$ cat src/rtl/uart_calc_pkg.sv
// Shared types, ASCII constants and sizing helper for the UART calculator.
// No ports; imported by the interface users, the core and the bench.
package uart_calc_pkg;

    typedef enum logic [2:0] {
        OP_ADD, OP_SUB, OP_MUL, OP_AND, OP_OR, OP_XOR
    } opcode_t;

    typedef enum logic [2:0] {
        S_IDLE, S_NUM1, S_OP, S_NUM2, S_EXEC, S_CONV, S_EMIT, S_ERR
    } state_t;

    localparam logic [7:0] CH_SPACE = 8'h20;
    localparam logic [7:0] CH_CR    = 8'h0D;
    localparam logic [7:0] CH_LF    = 8'h0A;
    localparam logic [7:0] CH_EQ    = 8'h3D;
    localparam logic [7:0] CH_MINUS = 8'h2D;
    localparam logic [7:0] CH_E     = 8'h45;
    localparam logic [7:0] CH_ZERO  = 8'h30;

    // Smallest n with 10^n >= 2^rw, i.e. ceil(rw*log10 2).
    function automatic int ndig(input int rw);
        longint lim;
        longint p;
        int n;
        lim = longint'(1) << rw;
        p = 1;
        n = 0;
        for (int i = 0; i < 20; i++) begin
            if (p < lim) begin
                p = p * 10;
                n++;
            end
        end
        return n;
    endfunction

endpackage

$ cat src/rtl/uart_calc_if.sv
// Byte streams between the UART and the calculator core.
// rx_data/rx_valid: strobe in; tx_data/tx_valid/tx_ready: valid/ready out.
interface uart_calc_if;
    logic [7:0] rx_data;
    logic       rx_valid;
    logic [7:0] tx_data;
    logic       tx_valid;
    logic       tx_ready;

    modport master (
        output rx_data, rx_valid, tx_ready,
        input  tx_data, tx_valid
    );

    modport slave (
        input  rx_data, rx_valid, tx_ready,
        output tx_data, tx_valid
    );
endinterface

$ cat src/rtl/calc_tx_fifo.sv
// DEPTH x 8 synchronous FIFO holding the reply bytes.
// Ports: push/din, pop/dout, registered full flag, empty from the count.
module calc_tx_fifo #(
    parameter int DEPTH = 16
) (
    input  logic       clk,
    input  logic       rst,
    input  logic       push,
    input  logic [7:0] din,
    input  logic       pop,
    output logic [7:0] dout,
    output logic       full,
    output logic       empty
);
    localparam int AW = $clog2(DEPTH);
    localparam int CW = AW + 1;

    logic [7:0]    mem [DEPTH];
    logic [AW-1:0] wr_ptr;
    logic [AW-1:0] rd_ptr;
    logic [CW-1:0] count;
    logic [CW-1:0] count_n;
    logic          do_push;
    logic          do_pop;

    // Full is registered, so a push against a full FIFO waits a cycle
    // even if a pop frees a slot in the same cycle.
    assign do_push = push & ~full;
    assign do_pop  = pop & ~empty;
    assign empty   = (count == '0);
    assign dout    = empty ? 8'h00 : mem[rd_ptr];
    assign count_n = count + CW'(do_push) - CW'(do_pop);

    always_ff @(posedge clk) begin
        if (rst) begin
            wr_ptr <= '0;
            rd_ptr <= '0;
            count  <= '0;
            full   <= 1'b0;
        end else begin
            if (do_push) wr_ptr <= wr_ptr + 1'b1;
            if (do_pop)  rd_ptr <= rd_ptr + 1'b1;
            count <= count_n;
            full  <= (count_n == CW'(DEPTH));
        end
    end

    always_ff @(posedge clk) begin
        if (do_push) mem[wr_ptr] <= din;
    end
endmodule

$ cat src/rtl/uart_calc_core.sv
// ASCII "A op B" calculator: parse, evaluate, double-dabble, emit reply.
// Ports: clk, rst, io (rx strobe in / tx valid-ready out), busy, overrun.
module uart_calc_core
    import uart_calc_pkg::*;
#(
    parameter int WIDTH = 8,
    parameter int DEPTH = 16
) (
    input  logic       clk,
    input  logic       rst,
    uart_calc_if.slave io,
    output logic       busy,
    output logic       overrun
);
    localparam int RW = 2 * WIDTH;
    localparam int ND = ndig(RW);
    localparam int DW = $clog2(ND);
    localparam int CW = $clog2(RW);
    localparam int BW = 4 * ND;
    localparam int XW = WIDTH + 4;

    state_t           state, state_n;
    opcode_t          op, op_n, dop;
    logic [WIDTH-1:0] acc, acc_n, a, a_n;
    logic [XW-1:0]    acc10;
    logic [RW-1:0]    bin, bin_n, alu_r, ea, eb;
    logic [BW-1:0]    bcd, bcd_n, adj;
    logic [CW-1:0]    cnt, cnt_n;
    logic [DW-1:0]    di, di_n, lead, idx;
    logic [1:0]       tail, tail_n;
    logic [3:0]       dig;
    logic [7:0]       rxb, ob;
    logic             seen, seen_n, sgn, sgn_n, lz, lz_n;
    logic             eterm, eterm_n, to_err;
    logic             alu_neg, take, is_dig, is_sp, is_term, is_op;
    logic             ovf, push, full, empty;

    assign busy = (state == S_EXEC) || (state == S_CONV) ||
                  (state == S_EMIT);
    assign take = io.rx_valid & ~busy;
    assign io.tx_valid = ~empty;

    always_comb begin
        rxb     = io.rx_data;
        is_dig  = (rxb >= CH_ZERO) && (rxb <= 8'h39);
        is_sp   = (rxb == CH_SPACE);
        is_term = (rxb == CH_EQ) || (rxb == CH_CR);
        acc10   = ({4'd0, acc} << 3) + ({4'd0, acc} << 1) +
                  XW'(rxb[3:0]);
        ovf     = |acc10[XW-1:WIDTH];
        is_op   = 1'b1;
        dop     = OP_ADD;
        unique case (rxb)
            8'h2B:   dop = OP_ADD;
            8'h2D:   dop = OP_SUB;
            8'h2A:   dop = OP_MUL;
            8'h26:   dop = OP_AND;
            8'h7C:   dop = OP_OR;
            8'h5E:   dop = OP_XOR;
            default: is_op = 1'b0;
        endcase
    end

    // Second operand is still in acc while in EXEC.
    always_comb begin
        ea      = RW'(a);
        eb      = RW'(acc);
        alu_neg = 1'b0;
        unique case (op)
            OP_ADD: alu_r = ea + eb;
            OP_SUB: begin
                alu_neg = (a < acc);
                alu_r   = alu_neg ? (eb - ea) : (ea - eb);
            end
            OP_MUL: alu_r = ea * eb;
            OP_AND: alu_r = ea & eb;
            OP_OR:  alu_r = ea | eb;
            default: alu_r = ea ^ eb;
        endcase
    end

    // Double-dabble step, leading-digit search and reply byte select.
    always_comb begin
        for (int i = 0; i < ND; i++) begin
            adj[4*i +: 4] = (bcd[4*i +: 4] >= 4'd5) ?
                            bcd[4*i +: 4] + 4'd3 : bcd[4*i +: 4];
        end
        lead = '0;
        for (int i = 1; i < ND; i++) begin
            if (bcd[4*i +: 4] != 4'd0) lead = DW'(i);
        end
        idx = lz ? lead : di;
        dig = bcd[{idx, 2'b00} +: 4];
        if (sgn)                 ob = CH_MINUS;
        else if (tail == 2'd0)   ob = (state == S_ERR) ? CH_E :
                                      CH_ZERO + {4'd0, dig};
        else if (tail == 2'd1)   ob = CH_CR;
        else                     ob = CH_LF;
    end

    always_comb begin
        state_n = state;
        op_n    = op;
        acc_n   = acc;
        a_n     = a;
        bin_n   = bin;
        bcd_n   = bcd;
        cnt_n   = cnt;
        di_n    = di;
        tail_n  = tail;
        seen_n  = seen;
        sgn_n   = sgn;
        lz_n    = lz;
        eterm_n = eterm;
        to_err  = 1'b0;
        push    = 1'b0;
        unique case (state)
            S_IDLE: if (take && !is_sp) begin
                if (is_dig) begin
                    acc_n   = WIDTH'(rxb[3:0]);
                    state_n = S_NUM1;
                end else begin
                    to_err = 1'b1;
                end
            end
            S_NUM1, S_OP: if (take && !is_sp) begin
                if (is_dig && state == S_NUM1) begin
                    if (ovf) to_err = 1'b1;
                    else     acc_n = acc10[WIDTH-1:0];
                end else if (is_op) begin
                    a_n     = acc;
                    op_n    = dop;
                    acc_n   = '0;
                    seen_n  = 1'b0;
                    state_n = S_NUM2;
                end else begin
                    to_err = 1'b1;
                end
            end else if (take && state == S_NUM1) begin
                state_n = S_OP;
            end
            S_NUM2: if (take && !is_sp) begin
                if (is_dig) begin
                    if (ovf) to_err = 1'b1;
                    acc_n  = acc10[WIDTH-1:0];
                    seen_n = 1'b1;
                end else if (is_term && seen) begin
                    state_n = S_EXEC;
                end else begin
                    to_err = 1'b1;
                end
            end
            S_EXEC: begin
                bin_n   = alu_r;
                bcd_n   = '0;
                cnt_n   = '0;
                sgn_n   = alu_neg;
                lz_n    = 1'b1;
                tail_n  = 2'd0;
                state_n = S_CONV;
            end
            S_CONV: begin
                bcd_n = {adj[BW-2:0], bin[RW-1]};
                bin_n = {bin[RW-2:0], 1'b0};
                cnt_n = cnt + 1'b1;
                if (cnt == CW'(RW - 1)) state_n = S_EMIT;
            end
            S_EMIT: if (!full) begin
                push = 1'b1;
                if (sgn) begin
                    sgn_n = 1'b0;
                end else if (tail == 2'd0) begin
                    if (idx == '0) tail_n = 2'd1;
                    di_n = idx - DW'(1);
                    lz_n = 1'b0;
                end else if (tail == 2'd1) begin
                    tail_n = 2'd2;
                end else begin
                    state_n = S_IDLE;
                end
            end
            S_ERR: if (!eterm) begin
                if (take && is_term) eterm_n = 1'b1;
            end else if (!full) begin
                push = 1'b1;
                if (tail == 2'd2) state_n = S_IDLE;
                tail_n = tail + 2'd1;
            end
        endcase
        // The byte that trips an error may itself end the line.
        if (to_err) begin
            state_n = S_ERR;
            eterm_n = is_term;
            tail_n  = 2'd0;
            sgn_n   = 1'b0;
        end
    end

    always_ff @(posedge clk) begin
        if (rst) begin
            state   <= S_IDLE;
            op      <= OP_ADD;
            acc     <= '0;
            a       <= '0;
            bin     <= '0;
            bcd     <= '0;
            cnt     <= '0;
            di      <= '0;
            tail    <= '0;
            seen    <= 1'b0;
            sgn     <= 1'b0;
            lz      <= 1'b0;
            eterm   <= 1'b0;
            overrun <= 1'b0;
        end else begin
            state   <= state_n;
            op      <= op_n;
            acc     <= acc_n;
            a       <= a_n;
            bin     <= bin_n;
            bcd     <= bcd_n;
            cnt     <= cnt_n;
            di      <= di_n;
            tail    <= tail_n;
            seen    <= seen_n;
            sgn     <= sgn_n;
            lz      <= lz_n;
            eterm   <= eterm_n;
            overrun <= io.rx_valid & busy;
        end
    end

    calc_tx_fifo #(.DEPTH(DEPTH)) u_fifo (
        .clk   (clk),
        .rst   (rst),
        .push  (push),
        .din   (ob),
        .pop   (io.tx_ready),
        .dout  (io.tx_data),
        .full  (full),
        .empty (empty)
    );
endmodule

$ cat src/flat_wrapper.sv
// flat-port wrapper written by rule: the top's interface ports become plain ports
module uart_calc_core_flat import uart_calc_pkg::*;
#(
    parameter int WIDTH = 8,
    parameter int DEPTH = 16
)
  (clk, rst, busy, overrun, io_rx_data, io_rx_valid, io_tx_ready, io_tx_data, io_tx_valid);
  uart_calc_if io_i ();
  input  logic clk;
  input  logic rst;
  output logic busy;
  output logic overrun;
  input wire logic [$bits(io_i.rx_data)-1:0] io_rx_data;
  input wire logic [$bits(io_i.rx_valid)-1:0] io_rx_valid;
  input wire logic [$bits(io_i.tx_ready)-1:0] io_tx_ready;
  output wire logic [$bits(io_i.tx_data)-1:0] io_tx_data;
  output wire logic [$bits(io_i.tx_valid)-1:0] io_tx_valid;
  assign io_i.rx_data = io_rx_data;
  assign io_i.rx_valid = io_rx_valid;
  assign io_i.tx_ready = io_tx_ready;
  assign io_tx_data = io_i.tx_data;
  assign io_tx_valid = io_i.tx_valid;
  uart_calc_core #(.WIDTH(WIDTH), .DEPTH(DEPTH)) u_core (.clk(clk), .rst(rst), .io(io_i), .busy(busy), .overrun(overrun));
endmodule
$ cat config.mk
export PLATFORM = sky130hd
export DESIGN_NAME = uart_calc_core_flat
export DESIGN_NICKNAME = d
export VERILOG_FILES = /design/src/rtl/uart_calc_pkg.sv /design/src/rtl/uart_calc_if.sv /design/src/rtl/calc_tx_fifo.sv /design/src/rtl/uart_calc_core.sv /design/src/flat_wrapper.sv
export SDC_FILE = /design/constraint.sdc
export NUM_CORES = 1
export LEC_CHECK = 0
export CAP_MARGIN = 40
export CORE_UTILIZATION = 35
export DETAILED_ROUTE_END_ITERATION = 10
export GPL_TIMING_DRIVEN = 0
export PLACE_DENSITY_LB_ADDON = 0.15
export SYNTH_ARGS = -nofsm -noshare
export SYNTH_HDL_FRONTEND = slang
export SYNTH_SLANG_ARGS = --single-unit
$ cat constraint.sdc
create_clock -name clk -period 6.9 [get_ports clk]
set_clock_uncertainty 0.15 [all_clocks]
set_input_delay 2.07 -clock clk [delete_from_list [all_inputs] [get_ports clk]]
set_output_delay 2.07 -clock clk [all_outputs]
set_load 0.05 [all_outputs]
==> insert_results.sql <==
INSERT INTO impl_metrics (metric_group, metric, value, unit) VALUES
('outcome', 'result_of_the_run', 'finished clean', ''),
('floorplan', 'core_area', '36790', 'um^2'),
('routing', 'drtPass1Iterations', '6', ''),
('setup_path', 'cp_max_fo', '10', ''),
('synthesis', 'synth_top_flop_cell', 'sky130_fd_sc_hd__edfxtp_1', ''),
('clock_tree', 'cts.sink_count', '202', ''),
('sta', 'final-setup-viol-count', '0', ''),
('clock_tree', 'cts_buffers', '24', ''),
('setup_path', 'cp-start-kind', 'register', ''),
('worst_hold_path', 'min_path_type', 'reg2reg', ''),
('run', 'max_cap_viol_count', '0', ''),
('sta', 'tightestPinTransition', '0.8886', 'ns'),
('place', 'placement.io_buffers', '18', ''),
('setup_path', 'critPathMaxStageDelay', '0.69', 'ns'),
('synthesis', 'synth_seq_area_share', '39.28', '%'),
('setup_path', 'reg2reg_to', 'u_core.bin[15]$_SDFFE_PP0P_', ''),
('clock_tree', 'post_cts_setup_buffer_count', '0', ''),
('clock_tree', 'cts_repair_resize_count', '0', ''),
('global_routing', 'antenna_found_initial', '0', ''),
('global_routing', 'grt_remaining_overflow', '0', ''),
('synthesis', 'syn_inst', '1303', ''),
('sta', 'final.period_utilization', '86.73', '%'),
('setup_path', 'reg2reg_depth', '17', ''),
('clock_tree', 'cts_tree', 'yes', ''),
('sta', 'grt_setup_unrepaired', 'false', ''),
('global_routing', 'total_global_routing_track_utilization', '18.56', '%'),
('clock_tree', 'clockBufferDepth', '3', ''),
('layout', 'fin_util', '40.21', '%'),
('setup_path', 'r2r_setup_slack', '1.37', 'ns'),
('sta', 'final.setup.tns', '0', 'ns'),
('clock_tree', 'worst_skew_pair.late_latency', '0.53', 'ns'),
('synthesis', 'syn-num-nets', '1469', ''),
('sta', 'finalWorstSetupSlack', '0.9158', 'ns'),
('routing', 'via_count', '9863', ''),
('routing', 'routed_wl', '34500', 'um'),
('synthesis', 'synth_edf_count', '112', ''),
('sta', 'final_hold_viol_count', '0', ''),
('setup_path', 'critical_path.cell_chain', 'clkbuf_1 > clkbuf_1 > mux4_2 > mux4_2 > and2_1 > clkdlybuf4s50_1', ''),
('clock_tree', 'worst_setup_hold_path_clk_slew', '0.06', 'ns'),
('global_routing', 'first_global_vias', '9686', ''),
('pwr', 'p_total', '4.116', 'mW'),
('sta', 'layout_min_cycle_time', '5.984', 'ns'),
('synthesis', 'yosys_warnings', '0', ''),
('worst_hold_path', 'worst_hold_path.num_cells', '2', ''),
('floorplan', 'die_w', '195.8', 'um'),
('setup_path', 'worstSetupPathType', 'reg2out', ''),
('routing', 'drt_drc_violations_left', '0', ''),
('place', 'post-place-ws', '0.9711', 'ns'),
('floorplan', 'die_area', '38350', 'um^2'),
('global_routing', 'first_pass_grt_wire_length', '55970', 'um'),
('place', 'post-dp-hpwl', '25940', 'um'),
('synthesis', 'synthArstFlopShare', '0', '%'),
('routing', 'ant_nets', '0', ''),
('routing', 'route.detailed.vias_per_inst', '5.346', ''),
('floorplan', 'design.portCount', '23', ''),
('synthesis', 'synth.avg_cell_area', '10.09', 'um^2'),
('layout', 'drive_gt1_share', '8.424', '%'),
('routing', 'first_iter_violations', '901', ''),
('place', 'gp_congestion', '0.8363', ''),
('layout', 'syn_to_final_growth', '12.49', '%'),
('sta', 'fin_worst_hold_slack', '0.3528', 'ns'),
('worst_hold_path', 'worstHoldStart', 'u_core.di[1]$_SDFFE_PP0P_', ''),
('layout', 'final_nets', '1525', ''),
('sta', 'finalMaxSlewViolations', '0', ''),
('global_routing', 'grt_max_degree', '17', ''),
('floorplan', 'row_count', '70', ''),
('setup_path', 'crit_arrival', '3.76', 'ns'),
('layout', 'n_antenna_cell', '0', ''),
('setup_path', 'timing.critical_path.slowest_stage_cell', 'sky130_fd_sc_hd__clkdlybuf4s50_1', ''),
('clock_tree', 'cts.htree.levels', '1', ''),
('worst_hold_path', 'holdPathEnd', 'u_core.di[1]$_SDFFE_PP0P_', '');
-- worst max path at each step --
| stage | startpoint | to | slack (ns) |
|---|---|---|---|
| 3_3_place_gp | io_rx_data[1] | u_core.acc[3]$_SDFFE_PP0P_ | 1.02 |
| 5_1_grt | register | io_tx_data[2] | 0.75 |
| 3_5_place_dp | io_rx_data[1] | u_core.acc[3]$_SDFFE_PP0P_ | 0.97 |
| 4_1_cts | register | io_tx_data[0] | 0.88 |
| 2_1_floorplan | io_rx_data[3] | u_core.acc[4]$_SDFFE_PP0P_ | 1.61 |
| 6_report | register | io_tx_data[1] | 0.92 |
-- cell type report --
type                    count  area [um^2]
plain buffers              59        235.2
multi-input cells         928         7336
clock buffers              35        695.7
inverters                 114        427.9
fillers                  3655        21990
clock inverters             9        60.06
flip-flops and latches    202         5165
repair buffers             30        287.8
well taps                 468        585.6
-- state kept, by name (all words and copies together), names as in the netlist, named ones only --
name,count
u_core.a,8
u_core.acc,8
u_core.bcd,20
u_core.bin,16
u_core.cnt,4
u_core.di,3
u_core.eterm,1
u_core.lz,1
u_core.op,3
u_core.overrun,1
u_core.seen,1
u_core.sgn,1
u_core.state,3
u_core.tail,2
u_core.u_fifo.count,5
u_core.u_fifo.full,1
u_core.u_fifo.mem,112
u_core.u_fifo.rd_ptr,4
u_core.u_fifo.wr_ptr,4
-- critical path: cells and delay by family (launching register included) --
family	cells	cell delay, ns
DFF	1	0.30
and+or+nand+nor	1	0.16
buffers and inverters	3	1.82
muxes	2	0.95
-- placed cells by master (no fill, tap or decap), drive strengths merged, types with 6 or more instances in the layout --
cell,count
nor2,179
ha,112
edfxtp,112
inv,107
a21oi,96
dfxtp,90
clkbuf,83
o21ai,68
nand2,59
fa,42
mux4,36
nor3,31
xnor2,26
nand2b,24
buf,21
a22oi,19
a211oi,19
clkdlybuf4s50,18
nor2b,14
nand3,14
clkinv,14
mux2i,13
xor2,13
and2,12
a21o,12
a31oi,12
o21bai,9
and3,8
a222oi,8
nor4,7
o21a,7
o22ai,6
or2,6
-- synthesized netlist by cell type (4+ instances only) --
master                     instances  share of area, %
sky130_fd_sc_hd__nor2_1          178               5.1
sky130_fd_sc_hd__edfxtp_1        112                26
sky130_fd_sc_hd__ha_1            112                11
sky130_fd_sc_hd__inv_1           105               3.0
sky130_fd_sc_hd__a21oi_1          96               3.7
sky130_fd_sc_hd__dfxtp_1          90                14
sky130_fd_sc_hd__nand2_1          59               1.7
sky130_fd_sc_hd__o21ai_0          55               2.1
sky130_fd_sc_hd__clkbuf_1         48               1.4
sky130_fd_sc_hd__fa_1             42               6.4
sky130_fd_sc_hd__mux4_2           36               6.2
sky130_fd_sc_hd__nor3_1           31               1.2
sky130_fd_sc_hd__xnor2_1          26               1.7
sky130_fd_sc_hd__nand2b_1         23               1.1
sky130_fd_sc_hd__a22oi_1          19               1.1
sky130_fd_sc_hd__a211oi_1         18               1.0
sky130_fd_sc_hd__nand3_1          14              0.53
sky130_fd_sc_hd__nor2b_1          14              0.67
sky130_fd_sc_hd__mux2i_1          13              0.99
sky130_fd_sc_hd__xor2_1           13              0.87
sky130_fd_sc_hd__a21o_1           12              0.69
sky130_fd_sc_hd__and2_1           12              0.57
sky130_fd_sc_hd__a31oi_1          11              0.52
sky130_fd_sc_hd__o21ai_2           9              0.60
sky130_fd_sc_hd__o21bai_1          9              0.51
sky130_fd_sc_hd__a222oi_1          8              0.61
sky130_fd_sc_hd__and3_1            8              0.38
sky130_fd_sc_hd__buf_1             7              0.20
sky130_fd_sc_hd__clkinv_1          7              0.20
sky130_fd_sc_hd__nor4_1            7              0.33
sky130_fd_sc_hd__o21a_1            7              0.40
sky130_fd_sc_hd__o22ai_1           6              0.29
sky130_fd_sc_hd__nand4_1           5              0.24
sky130_fd_sc_hd__nor3b_1           5              0.29
sky130_fd_sc_hd__o211ai_1          5              0.29
sky130_fd_sc_hd__or4_1             5              0.29
sky130_fd_sc_hd__a21boi_0          4              0.23
sky130_fd_sc_hd__nand3b_1          4              0.23
sky130_fd_sc_hd__nand4b_1          4              0.27
sky130_fd_sc_hd__o21ai_1           4              0.15
-- layer usage --
metal,vias to the layer above,routed length (um),global-route usage (%)
li1,4777,-,-
met1,4831,17560,28.50
met2,219,14600,27.47
met3,36,1814,2.733
met4,0,523,3.675
met5,-,0,0
-- per-stage QoR --
stage          instances  cell area, um^2
6_report            1845            14790
3_3_place_gp        1789            13920
2_1_floorplan       1303            13150
4_1_cts             1845            14790
3_5_place_dp        1801            14040
5_1_grt             1845            14790
-- kinds of logic after synthesis --
family	synth area share [%]
adder cells (fa/ha/maj)	17.13
multiplexers	7.440
XOR/XNOR	2.598
other	0.02852
buffers and inverters	5.043
AND/OR/NAND/NOR	13.89
AO/OA/AOI/OAI	14.60
flip-flops	39.28
-- power breakdown --
group	switching, mW	internal [mW]
clock network	0.504	0.701
registers	0.0499	1.41
logic	0.923	0.524
(Power assumes the default switching activity.)
